### src/rtl/reg_ring_pkg.sv
// Shared constants and helpers for the register ring rotator.
package reg_ring_pkg;

    localparam logic DIR_LEFT  = 1'b0;
    localparam logic DIR_RIGHT = 1'b1;

    // Index width for n slots, never narrower than one bit.
    function automatic int ring_idx_w(input int n);
        int w;
        w = 0;
        while ((1 << w) < n) w++;
        return (w < 1) ? 1 : w;
    endfunction

    // Reset value of slot i before truncation to the data width.
    function automatic logic [63:0] ring_init(input int i, input int init0, input int stride);
        return 64'(init0) + 64'(i) * 64'(stride);
    endfunction

endpackage

### src/rtl/reg_ring_slot.sv
// One ring slot: a data register plus its valid bit.
// Priority inside the slot: reset > load > clear/shift.
module reg_ring_slot #(
    parameter int               WIDTH = 32,
    parameter logic [WIDTH-1:0] INIT  = '0
) (
    input  logic             i_clk,
    input  logic             i_rst,
    input  logic             i_load,
    input  logic [WIDTH-1:0] i_load_data,
    input  logic             i_clear,
    input  logic             i_shift_en,
    input  logic [WIDTH-1:0] i_shift_data,
    output logic [WIDTH-1:0] o_data,
    output logic             o_valid
);

    logic [WIDTH-1:0] r_data;
    logic             r_valid;

    // Slot state; a load re-validates, a clear only touches the valid bit.
    always_ff @(posedge i_clk) begin
        if (i_rst) begin
            r_data  <= INIT;
            r_valid <= 1'b1;
        end else if (i_load) begin
            r_data  <= i_load_data;
            r_valid <= 1'b1;
        end else begin
            if (i_clear)    r_valid <= 1'b0;
            if (i_shift_en) r_data  <= i_shift_data;
        end
    end

    assign o_data  = r_data;
    assign o_valid = r_valid;

endmodule

### src/rtl/reg_ring_rotator.sv
// Ring of NUM_REGS registers rotating one position per consumed step.
// Optional simulation trace of the ring contents: define RING_TRACE_EN.
module reg_ring_rotator
    import reg_ring_pkg::*;
#(
    parameter int  WIDTH       = 32,
    parameter int  NUM_REGS    = 4,
    parameter int  INIT0       = 24,
    parameter int  INIT_STRIDE = 21,
    parameter int  CNT_W       = 16,
    localparam int IDX_W       = ring_idx_w(NUM_REGS)
) (
    input  logic             i_clk,
    input  logic             i_rst,
    input  logic             i_run,
    input  logic             i_dir,
    input  logic             i_load_en,
    input  logic [IDX_W-1:0] i_load_idx,
    input  logic [WIDTH-1:0] i_load_data,
    input  logic             i_clr_en,
    input  logic [IDX_W-1:0] i_clr_idx,
    input  logic [IDX_W-1:0] i_out_idx,
    output logic [WIDTH-1:0] o_out_read,
    output logic             o_out_read_valid,
    input  logic             i_out_read_consumed,
    output logic [CNT_W-1:0] o_step_count,
    output logic             o_rotated,
    output logic             o_load_err
);

    logic [NUM_REGS-1:0][WIDTH-1:0] w_data;
    logic [NUM_REGS-1:0][WIDTH-1:0] w_shift_in;
    logic [NUM_REGS-1:0]            w_valid;
    logic [NUM_REGS-1:0]            w_ld;
    logic [NUM_REGS-1:0]            w_cl;
    logic                           w_load_ok;
    logic                           w_clr_ok;
    logic                           w_bad_idx;
    logic                           w_rot;

    logic [CNT_W-1:0] r_step_count;
    logic             r_rotated;
    logic             r_load_err;

    assign w_load_ok = i_load_en && (32'(i_load_idx) < NUM_REGS);
    assign w_clr_ok  = i_clr_en  && (32'(i_clr_idx)  < NUM_REGS);
    assign w_bad_idx = (i_load_en && !w_load_ok) || (i_clr_en && !w_clr_ok);

    // Any load/clear request, legal or not, blocks rotation in its cycle.
    assign w_rot = i_run && (&w_valid) && i_out_read_consumed && !i_load_en && !i_clr_en;

    for (genvar g = 0; g < NUM_REGS; g++) begin : g_slot
        localparam int NXT = (g + 1) % NUM_REGS;
        localparam int PRV = (g + NUM_REGS - 1) % NUM_REGS;

        assign w_shift_in[g] = (i_dir == DIR_LEFT) ? w_data[NXT] : w_data[PRV];
        assign w_ld[g]       = w_load_ok && (32'(i_load_idx) == g);
        // Load wins over clear on the same slot.
        assign w_cl[g]       = w_clr_ok && (32'(i_clr_idx) == g) && !w_ld[g];

        reg_ring_slot #(
            .WIDTH (WIDTH),
            .INIT  (WIDTH'(ring_init(g, INIT0, INIT_STRIDE)))
        ) u_slot (
            .i_clk        (i_clk),
            .i_rst        (i_rst),
            .i_load       (w_ld[g]),
            .i_load_data  (i_load_data),
            .i_clear      (w_cl[g]),
            .i_shift_en   (w_rot),
            .i_shift_data (w_shift_in[g]),
            .o_data       (w_data[g]),
            .o_valid      (w_valid[g])
        );
    end

    // Step counter, rotation pulse and sticky bad-index flag.
    always_ff @(posedge i_clk) begin
        if (i_rst) begin
            r_step_count <= '0;
            r_rotated    <= 1'b0;
            r_load_err   <= 1'b0;
        end else begin
            if (w_rot) r_step_count <= r_step_count + 1'b1;
            r_rotated <= w_rot;
            if (w_bad_idx) r_load_err <= 1'b1;
        end
    end

    // Read mux; out-of-range index reads as zero and invalid.
    always_comb begin
        o_out_read       = '0;
        o_out_read_valid = 1'b0;
        for (int k = 0; k < NUM_REGS; k++) begin
            if (32'(i_out_idx) == k) begin
                o_out_read       = w_data[k];
                o_out_read_valid = w_valid[k];
            end
        end
    end

    assign o_step_count = r_step_count;
    assign o_rotated    = r_rotated;
    assign o_load_err   = r_load_err;

`ifdef RING_TRACE_EN
    // Print the whole ring, slot 0 first, whenever every slot is valid.
    always @(negedge i_clk) begin
        if (!i_rst && (&w_valid)) begin
            string s;
            s = "";
            for (int k = 0; k < NUM_REGS; k++) begin
                s = (k == 0) ? $sformatf("%d", w_data[k]) : {s, " ", $sformatf("%d", w_data[k])};
            end
            $display("%s", s);
        end
    end
`else
`endif

endmodule

### config.mk
export PLATFORM = sky130hd
export DESIGN_NAME = reg_ring_rotator
export DESIGN_NICKNAME = d
export VERILOG_FILES = /design/src/rtl/reg_ring_pkg.sv /design/src/rtl/reg_ring_slot.sv /design/src/rtl/reg_ring_rotator.sv
export SDC_FILE = /design/constraint.sdc
export NUM_CORES = 1
export LEC_CHECK = 0
export CORE_ASPECT_RATIO = 0.7
export CORE_MARGIN = 10
export CORE_UTILIZATION = 50
export DETAILED_ROUTE_END_ITERATION = 12
export GPL_TIMING_DRIVEN = 1
export PLACE_DENSITY = 0.73
export SLEW_MARGIN = 10
export SYNTH_ARGS = -nofsm -noshare
export SYNTH_HDL_FRONTEND = slang
export SYNTH_SLANG_ARGS = --single-unit
### constraint.sdc
create_clock -name i_clk -period 3.2 [get_ports i_clk]
set_input_delay 0.32 -clock i_clk [delete_from_list [all_inputs] [get_ports i_clk]]
set_output_delay 0.32 -clock i_clk [all_outputs]
set_load 0.005 [all_outputs]
# == Word-level counts from Yosys, hierarchy flattened ==
# Index checks and enable logic that the tools add are counted.
# word_totals
regBits,149
input_bits,45
out_inout_bits,51
# op_classes
eq_ne,9
reduce_logical,34
mux,20
addsub,1
# op_table
operator,count
$mux 32,16
$add 16x1->16 const B,1
$logic_and 1x1->1,16
$eq 2x2->1 const B,6
$reduce_bool 2->1,4
$reduce_or 2->1,4
$eq 2x1->1 const B,3
$logic_not 1->1,6
$logic_not 2->1,3
$mux 1,4
$reduce_and 4->1,1

# == Depth between registers and ports, before layout ==
# depth
ltp_word,7
mapped_depth,7
ltp_nobuf,5

# == Cells and area by module ==
# A second synthesis with hierarchy kept.
# unflattened
cells_unflattened,878
hier_area_um2,9695.5
# modules_own_cells
mod,cells_each,instances,seq_area_each_um2,area_each_um2
reg_ring_slot at g_slot[0].u_slot ...,147,2,660.6,1692.9
reg_ring_rotator,292,1,340.3,3173.0
reg_ring_slot at g_slot[3].u_slot,146,1,660.6,1570.3
reg_ring_slot at g_slot[1].u_slot,146,1,660.6,1566.5

# == Worst setup path before layout ==
# No wires, ideal clock.
# synth_path
path_type,input to output
from,input i_out_idx[1]
to,output o_out_read[10]
path_slack_ns,1.441
arrival_ns,1.439
required_time_ns,2.880
cell_stages,3
path_buffers,2
cell_sequence,clkbuf_1 -> buf_2 -> mux4_2
# synth_via
elab_chain_len,5
# synth_lines
element,line_no,source
"start, declared",reg_ring_rotator.sv:22,"input logic [IDX_W-1:0] i_out_idx,"
$logic_not 2->1,reg_ring_rotator.sv:95,if (32'(i_out_idx) == k) begin
$mux 32 (3 in series),reg_ring_rotator.sv:95,
$mux 32 (*),reg_ring_rotator.sv:95,
"end, declared",reg_ring_rotator.sv:23,"output logic [WIDTH-1:0] o_out_read,"
# Every way passes the cells marked *; elsewhere a longest branch is shown, timed or not.

# == Worst setup path in the final report ==
# layout_path
from,input i_out_idx[0]
to,output o_out_read[8]
# Same word-level chain as after synthesis.

==> impl_metrics.json <==
{
  "vias": 7801,
  "cts-resized-gates": 0,
  "setup_violations": 0,
  "cts_max_level": 4,
  "crit_type": "in -> out",
  "yosysSeqAreaShare": 0.354,
  "grt_max_degree": 90,
  "cts.clk_slew.worst_paths_ns": 0.06,
  "cap_violations": 0,
  "hold_path.class": "in -> reg",
  "wire_per_inst_um": 19.8,
  "final_common_cell": "o21ai_0",
  "clkLatencyLatePin_ns": 0.42,
  "port_buffers": 94,
  "viasPerCell": 6.33,
  "clk_path_buf_depth": 2,
  "startpoint": "i_out_idx[0]",
  "netlist_instances": 958,
  "relSlewSlack": 0.411,
  "worstMarginPinSlew_ns": 0.882,
  "syn_nets": 1004,
  "grt_pass1_wl_um": 39300,
  "netlist-cell-type-count": 40,
  "path_cells": "buf_2, buf_4, mux4_2, clkdlybuf4s50_1",
  "crit_buf_inv": 3,
  "die_y_um": 129,
  "synth_flop_cell": "dfxtp_1",
  "avgSynthCellArea_um2": 8.79,
  "rows": 39,
  "final_cell_mix": "o21ai_0 (170), dfxtp_1 (149), nand3_1 (133), mux2i_1 (129), clkdlybuf4s50_1 (90)",
  "hold_slack_ns": 0.424,
  "arrival_ns": 2.08,
  "dr.pass1.iters": 5,
  "dr.first_iter.drc_count": 1008,
  "async_flop_share": 0,
  "netlist_area_mm2": 0.00842,
  "cts_tree": "yes",
  "drive_gt1_frac": 0.0933,
  "ys_warn_count": 0,
  "diodes": 0,
  "slew_viol_final": 0,
  "path_max_fanout": 19,
  "core_mm2": 0.0164,
  "ios": 96,
  "cpPeakStageDelay_ns": 0.49,
  "postCtsHoldBufs": 0,
  "numCtsBuffers": 17,
  "rsz0062_at_grt": "no",
  "power_density_mw_per_mm2": 465,
  "grt-ovfl-total": 0,
  "fin_setup_tns_ns": 0,
  "cp_data_required_time_ns": 2.88,
  "min-delay-start": "i_rst",
  "dp_hpwl_um": 14700,
  "syn_to_final_growth_pct": 18.5,
  "cts_setup_buffers": 0,
  "dieArea_mm2": 0.0225,
  "drcViolationCount": 0,
  "fin_crit_sh": 0.750,
  "wl_um": 24300,
  "fill_cells": 1458,
  "status": "completed",
  "gp_congestion": 0.823,
  "grt_pass1_vias": 7208,
  "clock-sinks": 149,
  "initial_core_util": 0.514,
  "num-nets-final": 1042,
  "crit_path_end_kind": "primary output",
  "worstReg2RegStart": "g_slot[1].u_slot.o_valid",
  "final.min_clock_period_ns": 2.40,
  "ant_nets": 0,
  "cpMaxStageDelayCell": "buf_2",
  "hold_viol_final": 0,
  "ys_seq_elements": 149,
  "fp.dieW_um": 175,
  "antenna_found_initial": 0,
  "skew_ns": 0.00706,
  "fmax_ghz": 0.417,
  "cp-start-kind": "input port",
  "synth_edf_count": 0,
  "cts_root_buf": "clkbuf_16",
  "peakVddDrop_uv": 213,
  "leakagePower_uw": 0.00347,
  "path_delay_family": "buffers and inverters",
  "track_usage": 0.212
}
[logic make-up (layout without fill, tap and decap cells)]
family,after synthesis,after routing,share of synthesized area
mux,162,162,0.242
fa+ha+maj,1,1,0.00149
compound gates,289,289,0.186
flops,149,149,0.354
buf+inv,101,150,0.0531
simple gates,248,248,0.156
other cells,1,1,0.000445
xor+xnor,7,7,0.00728
[metrics by stage]
stage,std cells,utilization,worst slack [ns],cell area [µm²],power [µW]
detailed placement,1202,0.577,0.764,9450,2850
global placement,1202,0.577,0.849,9450,2840
global route,1232,0.608,0.745,9970,4810
floorplan,958,-,1.44,8420,2560
finish,1232,0.608,0.800,9970,4630
CTS,1232,0.608,0.806,9970,4650
[cell usage after synthesis, types with 2 or more instances]
library cell,number,share of area
nor2_1,9,0.0040
buf_2,33,0.020
and3_1,3,0.0022
and4_1,3,0.0031
xor2_1,5,0.0052
nand4_1,7,0.0052
buf_4,5,0.0045
o21ai_0,170,0.10
nand2b_1,32,0.024
nand3_1,133,0.079
a21o_1,3,0.0027
or2_2,2,0.0015
a21oi_1,25,0.015
o211ai_1,4,0.0036
clkbuf_1,55,0.025
and2_1,3,0.0022
or3_1,7,0.0052
nand2_1,38,0.017
dfxtp_1,149,0.35
nor2b_1,2,0.0015
mux4_2,33,0.088
o22ai_1,81,0.060
xnor2_1,2,0.0021
buf_1,5,0.0022
inv_1,2,0.00089
o21ai_1,5,0.0030
mux2i_1,129,0.15
[area by class of cell]
class,count,area (µm²),area share
flip-flops and latches,149,2980,0.299
clock inverters,4,22.5,0.00226
clock buffers,26,499,0.0501
repair buffers,118,1180,0.119
inverters,2,7.51,0.000753
well taps,225,282,0.0282
multi-input cells,708,5000,0.501
[worst paths after layout]
path | slack (ns) | cells past startpoint | endpoint
worst max-delay path | 0.80 | 4 | o_out_read[8]
worst min-delay path | 0.42 | 3 | g_slot[1].u_slot.o_data[4]
worst max register to register | 1.23 | 5 | g_slot[1].u_slot.o_data[2]
worst min register to register | 0.49 | 2 | o_step_count[15]
[power breakdown]
group	internal, µW	leakage (µW)	switching, µW	total [µW]
Clock	1060	0.000256	751	1810
Sequential	1950	0.00122	94.7	2050
Combinational	357	0.00200	416	773
[layer usage]
| layer | GRT usage | part of all wire | vias to the layer above |
|---|---|---|---|
| met4 | 0.0532 | 0.0069 | 0 |
| met3 | 0.0549 | 0.084 | 16 |
| met1 | 0.300 | 0.46 | 3742 |
| met5 | 0 | 0 | - |
| li1 | - | - | 3674 |
| met2 | 0.317 | 0.45 | 369 |
[registers in the layout, indices dropped and copies added (netlist names)]
register               cells
g_slot.u_slot.o_data     128
o_step_count              16
g_slot.u_slot.o_valid      4
o_rotated                  1
[worst reg2reg max path, stage by stage (launching register included)]
cell and delay, ns:
dfxtp_1 0.37, and4_4 0.42, and2_4 0.55, buf_4 0.31, o21ai_0 0.10, o21ai_0 0.16
Power figures use the tool's default switching activity.
